### config.mk
export PLATFORM = sky130hd
export DESIGN_NAME = barrel_divider
export DESIGN_NICKNAME = d
export VERILOG_FILES = /design/src/rtl/barrel_arith_pkg.sv /design/src/rtl/div_step.sv /design/src/rtl/barrel_divider.sv
export SDC_FILE = /design/constraint.sdc
export NUM_CORES = 1
export LEC_CHECK = 0
export ABC_AREA = 1
export CAP_MARGIN = 20
export CORE_MARGIN = 10
export CORE_UTILIZATION = 40
export DETAILED_ROUTE_END_ITERATION = 7
export SYNTH_ARGS = -nofsm -noshare
export SYNTH_HDL_FRONTEND = slang
export SYNTH_HIERARCHICAL = 1
export SYNTH_SLANG_ARGS = --single-unit
### constraint.sdc
create_clock -name clk -period 4.3 [get_ports clk]
set_input_delay 0.43 -clock clk [delete_from_list [all_inputs] [get_ports clk]]
set_output_delay 0.43 -clock clk [all_outputs]
set_load 0.02 [all_outputs]
### src/rtl/barrel_arith_pkg.sv
// Shared types and helpers for the sequential barrel divider.
package barrel_arith_pkg;

  localparam int unsigned DEF_WIDTH = 8;
  localparam int unsigned CNT_W     = $clog2(DEF_WIDTH);
  localparam int unsigned MAG_W     = 64;

  typedef enum logic [1:0] {
    IDLE = 2'd0,
    ITER = 2'd1,
    FIX  = 2'd2,
    DONE = 2'd3
  } div_state_e;

  // Magnitude of a width-bit operand held in the low bits of value; the
  // most negative value maps to 2^(width-1), which still fits unsigned.
  function automatic logic [MAG_W-1:0] abs_mag(input logic [MAG_W-1:0] value,
                                               input int unsigned       width,
                                               input logic              signed_mode);
    logic is_neg;
    is_neg = signed_mode && (((value >> (width - 1)) & MAG_W'(1)) != '0);
    return is_neg ? (~value + MAG_W'(1)) : value;
  endfunction

endpackage

### src/rtl/div_step.sv
// One combinational restoring-division step.
module div_step #(
  parameter int unsigned WIDTH = 8
) (
  input  logic [WIDTH-1:0] rem_i,
  input  logic [WIDTH-1:0] quo_i,
  input  logic [WIDTH-1:0] dmag_i,
  output logic [WIDTH-1:0] rem_o,
  output logic [WIDTH-1:0] quo_o
);

  logic [WIDTH:0] shifted;
  logic [WIDTH:0] diff;

  // Shift in the next dividend bit, trial-subtract, restore on borrow.
  always_comb begin
    shifted = {rem_i, quo_i[WIDTH-1]};
    diff    = shifted - {1'b0, dmag_i};
    rem_o   = diff[WIDTH] ? shifted[WIDTH-1:0] : diff[WIDTH-1:0];
    quo_o   = {quo_i[WIDTH-2:0], ~diff[WIDTH]};
  end

endmodule

### src/rtl/barrel_divider.sv
// Sequential restoring divider with signed/unsigned operands and
// truncate-toward-zero results; fixed WIDTH+1 cycle latency.
module barrel_divider
  import barrel_arith_pkg::*;
#(
  parameter int unsigned WIDTH = DEF_WIDTH
) (
  input  logic             clk,
  input  logic             rst,
  input  logic             in_valid,
  output logic             in_ready,
  input  logic [WIDTH-1:0] dividend,
  input  logic [WIDTH-1:0] divisor,
  input  logic             signed_mode,
  output logic             out_valid,
  input  logic             out_ready,
  output logic [WIDTH-1:0] quotient,
  output logic [WIDTH-1:0] remainder,
  output logic             div_by_zero,
  output logic             overflow
);

  localparam int unsigned      CW       = (WIDTH > 1) ? $clog2(WIDTH) : 1;
  localparam logic [CW-1:0]    LAST_CNT = CW'(WIDTH - 1);
  localparam logic [WIDTH-1:0] MIN_NEG  = {1'b1, {(WIDTH-1){1'b0}}};

  div_state_e       state_q;
  logic [CW-1:0]    cnt_q;
  logic [WIDTH-1:0] rem_q, quo_q, dmag_q;
  logic [WIDTH-1:0] rem_d, quo_d;
  logic [WIDTH-1:0] dvd_mag, dvs_mag;
  logic             neg_dvd_q, neg_dvs_q;
  logic             dz_q, ovf_q;
  logic             in_ready_q, out_valid_q;
  logic [WIDTH-1:0] quotient_q, remainder_q;
  logic             div_by_zero_q, overflow_q;

  assign dvd_mag = WIDTH'(abs_mag(MAG_W'(dividend), WIDTH, signed_mode));
  assign dvs_mag = WIDTH'(abs_mag(MAG_W'(divisor), WIDTH, signed_mode));

  div_step #(.WIDTH(WIDTH)) u_step (
    .rem_i  (rem_q),
    .quo_i  (quo_q),
    .dmag_i (dmag_q),
    .rem_o  (rem_d),
    .quo_o  (quo_d)
  );

  // Control FSM plus operand/result registers.
  always_ff @(posedge clk) begin
    if (rst) begin
      state_q       <= IDLE;
      cnt_q         <= '0;
      rem_q         <= '0;
      quo_q         <= '0;
      dmag_q        <= '0;
      neg_dvd_q     <= 1'b0;
      neg_dvs_q     <= 1'b0;
      dz_q          <= 1'b0;
      ovf_q         <= 1'b0;
      in_ready_q    <= 1'b1;
      out_valid_q   <= 1'b0;
      quotient_q    <= '0;
      remainder_q   <= '0;
      div_by_zero_q <= 1'b0;
      overflow_q    <= 1'b0;
    end else begin
      case (state_q)
        IDLE: begin
          if (in_valid) begin
            neg_dvd_q  <= signed_mode & dividend[WIDTH-1];
            neg_dvs_q  <= signed_mode & divisor[WIDTH-1];
            quo_q      <= dvd_mag;
            dmag_q     <= dvs_mag;
            rem_q      <= '0;
            cnt_q      <= '0;
            dz_q       <= (divisor == '0);
            ovf_q      <= signed_mode && (dividend == MIN_NEG) && (divisor == '1);
            in_ready_q <= 1'b0;
            state_q    <= ITER;
          end
        end
        ITER: begin
          rem_q <= rem_d;
          quo_q <= quo_d;
          cnt_q <= cnt_q + CW'(1);
          if (cnt_q == LAST_CNT) begin
            state_q <= FIX;
          end
        end
        FIX: begin
          // With a zero divisor the remainder magnitude is the dividend
          // magnitude, so the sign fix restores the original dividend bits.
          if (dz_q) begin
            quotient_q <= '1;
          end else if (neg_dvd_q ^ neg_dvs_q) begin
            quotient_q <= -quo_q;
          end else begin
            quotient_q <= quo_q;
          end
          remainder_q   <= neg_dvd_q ? -rem_q : rem_q;
          div_by_zero_q <= dz_q;
          overflow_q    <= ovf_q;
          out_valid_q   <= 1'b1;
          state_q       <= DONE;
        end
        DONE: begin
          if (out_ready) begin
            out_valid_q <= 1'b0;
            in_ready_q  <= 1'b1;
            state_q     <= IDLE;
          end
        end
        default: state_q <= IDLE;
      endcase
    end
  end

  assign in_ready    = in_ready_q;
  assign out_valid   = out_valid_q;
  assign quotient    = quotient_q;
  assign remainder   = remainder_q;
  assign div_by_zero = div_by_zero_q;
  assign overflow    = overflow_q;

endmodule

* Word-level counts from Yosys, hierarchy flattened
Cells that the tools add are included.
Storage, ports and cells: register bits after elaboration 53, output and inout bits 20
Cells by class: add/sub/neg operators 6, equal/unequal tests 9, multiplexer cells 21, bitwise logic cells 6, reductions and logical operators 14
Operator list (number):
- 8-bit two-way mux | 8
- 8-bit one-hot mux with 2 select lines | 2
- 8-bit by 1-bit adder with 8-bit output, second input constant | 2
- 8-bit == test, second input constant | 2
- 8-bit negator | 2
- 8-bit inverter | 2
- 9-bit by 8-bit subtractor with 9-bit output | 1
- 8-bit logical NOT | 1
- 2-bit one-hot mux with 4 select lines | 1
- 2-bit two-way mux | 3
- 2-bit != test, second input constant | 3
- 3-bit one-hot mux with 2 select lines | 1
- 2-bit AND reduction | 3
- 3-bit AND reduction | 2
- 2-bit nonzero test | 3
- 2-bit == test, second input constant | 2
- 1-bit logical AND | 4
- 1-bit one-hot mux with 2 select lines | 2
- 3-bit by 1-bit adder with 3-bit output, second input constant | 1
- 3-bit == test, second input constant | 1
- 1-bit two-way mux | 3
- 3-bit two-way mux | 1
- 1-bit AND | 2
- 2-bit by 1-bit == test with 1-bit output, second input constant | 1
- other kinds (3) | 3

* Logic depth before layout (Yosys ltp)
word-level depth 5, mapped depth 14, depth with buffers taken out 14

* By module
Netlist, hierarchy kept.
By module, submodules not included:
- barrel_divider | times used 1, cells each 401, area each 2766.4 um^2, sequential area each 1061.0 um^2
- div_step | times used 1, cells each 112, area each 643.1 um^2, sequential area each 0.0 um^2

* Least setup slack after synthesis
No wires, ideal clock.
path kind register to register, start register quo_q[7], end register rem_q[7], setup time 0.132 ns, arrival 1.654 ns, required time 4.168 ns, setup slack 2.514 ns, stages on the path, launching flop included 15, path buffers 0, period minus slack after synthesis 1.786 ns, cell sequence dfxtp_1 -> inv_1 -> ha_1 -> inv_1 -> fa_1 -> nand2_1 -> nand2_1 -> nand3_2 -> nand2_2 -> nand2_4 -> nand2_8 -> nand2_1 -> nand2_1 -> nand2_1 -> a21oi_1
On the way: longest elaborated chain between the ends 3
Ends and longest elaborated chain:
- start, declared | line barrel_divider.sv:29 | logic [WIDTH-1:0] rem_q, quo_q, dmag_q;
- start signal, assigned | line barrel_divider.sv:73 | quo_q <= dvd_mag;
- start signal, assigned | line barrel_divider.sv:85 | quo_q <= quo_d;
- 9-bit by 8-bit subtractor with 9-bit output | line div_step.sv:18 | diff = shifted - {1'b0, dmag_i};
- 8-bit two-way mux | line div_step.sv:19 | rem_o = diff[WIDTH] ? shifted[WIDTH-1:0] : diff[WIDTH-1:0];
- named net rem_d[7] | line barrel_divider.sv:30 | logic [WIDTH-1:0] rem_d, quo_d;
- 8-bit one-hot mux with 2 select lines | line barrel_divider.sv:68 | case (state_q)
- end signal, assigned | line barrel_divider.sv:84 | rem_q <= rem_d;
- end, declared | line barrel_divider.sv:29
The timed path passes the listed nets, and every way through them passes these cells. A chain may end at the register's enable or synchronous reset.

* Worst setup path after layout
start register state_q[0], end register quotient_q[1], in the netlist quotient[1]
On the way: longest elaborated chain between the ends 1
Ends and longest elaborated chain:
- start, declared | line barrel_divider.sv:27 | div_state_e state_q;
- start signal, assigned | line barrel_divider.sv:52 | state_q <= IDLE;
- start signal, assigned | line barrel_divider.sv:80 | state_q <= ITER;
- start signal, assigned | line barrel_divider.sv:88 | state_q <= FIX;
- 2-bit == test | line barrel_divider.sv:68
- end signal, assigned | line barrel_divider.sv:97 | quotient_q <= -quo_q;
- end signal, assigned | line barrel_divider.sv:99 | quotient_q <= quo_q;
- end, declared | line barrel_divider.sv:35 | logic [WIDTH-1:0] quotient_q, remainder_q;
No other way between the ends.

==> results.md <==
- Post-layout util: 0.474
- Worst skew pair latency: roughly 0.30 ns
- CP Capture Type: flip-flop
- Critical Path Fanout Max: 28
- Final Worst Setup Slack: 1.99 ns
- CP dominant cell by count: inv_1
- CTS tree: built
- Syn Area/Cell: 6.65 um^2
- Syn nets: between 500 and 600
- Number of cell rows: 33
- Post-DP HPWL: 6300 um
- Residual DRC count: 0
- Hold Crit Class: flip-flop to flip-flop
- RSZ-0062 raised after global routing: no
- DRT Wirelength: between 8000 and 9000 um
- Design area: roughly 4000 um^2
- Max Clock Freq: around 0.43 GHz
- Final setup violation count: 0
- Synth Area in Compound Gates: 0.157
- Crit path DAT: about 2.5 ns
- Fin crit share: 0.536
- Largest family of logic cells by synthesized area: simple AND/OR/NAND/NOR gates
- Die height: ~110 um
- Die footprint: between 10000 and 15000 um^2
- Floorplan die width: 112 um
- Largest net degree at the start of global routing: 30
- CTS Buffer Depth: 2
- Clk root buf: clkbuf_8
- Area Growth Syn to Fin: 14.8%
- Fin nets: between 500 and 600
- Measured slew at the worst slew-check pin: about 0.92 ns
- Number of flops mapped to enable cells by yosys: 0
- Power per cell area: between 600 and 700 nW/um^2
- First-pass GRT wire length: around 14000 um
- CP max stage delay: slightly below 0.8 ns
- Gp weighted congestion: ~0.84
- Vias in the first global route: around 3000
- Inserted Clock Buffers: 5
- Placed inst area: approximately 3800 um^2
- Share of the synthesized area in the top cell type: 0.311
- H-tree levels: 2
- Cell area after synthesis: 3410 um^2
- Ys flop type: dfxtp_1
- Core Area: roughly 8300 um^2
- Multiplexer share of the synthesized area: 0
- CP Launch Type: flip-flop
- # clock sinks: 53
- Cts hold-fix bufs: 0
- DRT antenna net count: 0
- Yosys cell types: 37
- Worst endpoint required time: 4.51 ns
- Most frequent cell after synthesis: nand2_1
- Worst VDD drop: between 0.2 and 0.25 mV
- Endpoints failing hold: 0
- Diode count: 0
- WL/cell: ~13 um
- Via count: 3192
- Total power: around 2.5 mW
- Top post-synthesis cells by count: nand2_1 (131), inv_1 (70), dfxtp_1 (53)
- Boundary Pins: roughly 40
- Starting Density: 0.413
- Critical-path cell list: inv_1, ha_1, inv_1, nor2_2, o211ai_1, o211ai_1, inv_1
- Pre-CTS setup slack: roughly 2.0 ns
- Post-synthesis sequential area ratio: 0.311
- #FFs+latches synth: 53
- TritonRoute pass-1 iters: 4
- Worst slew margin: 0.386
- Port Buf Inserts: 40
- GRT overflow: 0
- Outcome: finished, final reports clean
- FFs w/ async S/R, synth: 0
- Post-layout min period: 2.31 ns
- Syn Inst Count: slightly above 500
- Critical path class: flip-flop to flip-flop
- Xor and xnor area share after synthesis: 0.0283
- Slowest-stage cell, CP: ha_1
- Reg clk slew, reported paths: 0.10 ns
- Final TNS setup: 0 ns
- Setup Buffers After CTS: 0
- Layout cell share with drive strength beyond 1: 0.0593
- Synth Area in Simple Gates: 0.307
- Clock Skews: between 0.008 and 0.009 ns
- Leading area contributor after synthesis: dfxtp_1
- Overall routing resource usage: 0.127
- Area contributors post-synth: dfxtp_1 (31%), nand2_1 (14%), inv_1 (7.7%)
- MaxCap Viol Count: 0
- Adder-Cell Fraction of Synth Area: 0.0793
- P_leak: approximately 1.8 nW
- First DRT Iteration DRCs: between 100 and 150
- Initial antenna violation count: 0
- Ys Warns: 6
- CTS resizes: 0
- Final Max Slew Viols: 0
- Routed vias/inst: ~5
- Reg2reg setup slack: about 2 ns
## worst max-delay path, delay by kind of cell, from the launching register on
kind            cells  cell delay [ns]
flops               1             0.35
buf+inv             3             0.43
compound gates      2             0.27
simple gates        1             0.38
fa+ha+maj           1             0.78
## layout by cell type (no fill, tap or decap), drive strengths merged, types with 3 or more instances in the layout
master and instances:
nand3b 5, clkbuf 6, nor2 53, o211ai 11, a21oi 41, nor3 4
inv 74, xor2 8, o21ai 34, clkdlybuf4s50 40, xnor2 3, nand2 137
ha 20, nand3 38, dfxtp 53
## stage by stage
stage / std cells / hold slack, ns
finish: 645 / 0.474
global route: 645 / 0.499
CTS: 645 / 0.475
detailed placement: 637 / 0.459
global placement: 637 / 0.450
floorplan: 513 / 0.428
## power breakdown
part           switching [mW]  internal (mW)  total [mW]  leakage, nW
logic                   0.899          0.543        1.44         1.33
clock network           0.166          0.115       0.281       0.0374
registers               0.114          0.632       0.746        0.434
## flip-flops by register name, indices dropped and copies added (netlist names)
| name | cells |
|---|---|
| cnt_q | 3 |
| div_by_zero | 1 |
| dmag_q | 8 |
| dz_q | 1 |
| in_ready | 1 |
| neg_dvd_q | 1 |
| neg_dvs_q | 1 |
| out_valid | 1 |
| overflow | 1 |
| ovf_q | 1 |
| quo_q | 8 |
| quotient | 8 |
| rem_q | 8 |
| remainder | 8 |
| state_q | 2 |
## per-layer routing
layer | up-vias | part of all wire | GRT usage | wire [um]
met5 | - | 0 | 0 | 0
met2 | 39 | 0.50 | 0.225 | 4010
li1 | 1674 | - | - | -
met3 | 2 | 0.031 | 0.0208 | 253
met1 | 1477 | 0.47 | 0.159 | 3770
met4 | 0 | 0.0038 | 0.0237 | 31
## cell type report
type	count	area [um^2]
clock buffers	6	72.6
clock inverters	2	15.0
fillers	880	4350
inverters	74	278
multi-input cells	364	1950
flip-flops and latches	53	1060
well taps	105	131
repair buffers	41	408
## worst paths after layout
kind	to	startpoint	cells after the start
max	quotient[1]$_SDFFE_PP0P_	state_q[0]$_SDFFE_PP0P_	7
max reg2reg	quotient[1]$_SDFFE_PP0P_	state_q[0]$_SDFFE_PP0P_	7
min reg2reg	cnt_q[0]$_SDFFE_PP0P_	cnt_q[0]$_SDFFE_PP0P_	1
min	cnt_q[0]$_SDFFE_PP0P_	cnt_q[0]$_SDFFE_PP0P_	1
## kinds of logic (layout without fill, tap and decap cells)
kind of cell	Yosys count	in the layout
adders and majority gates	21	21
buffers and inverters	96	123
DFF	53	53
xor gates and xnor gates	11	11
and+or+nand+nor	240	240
AOI/OAI and AO/OA	92	92
Power figures use the tool's default switching activity.
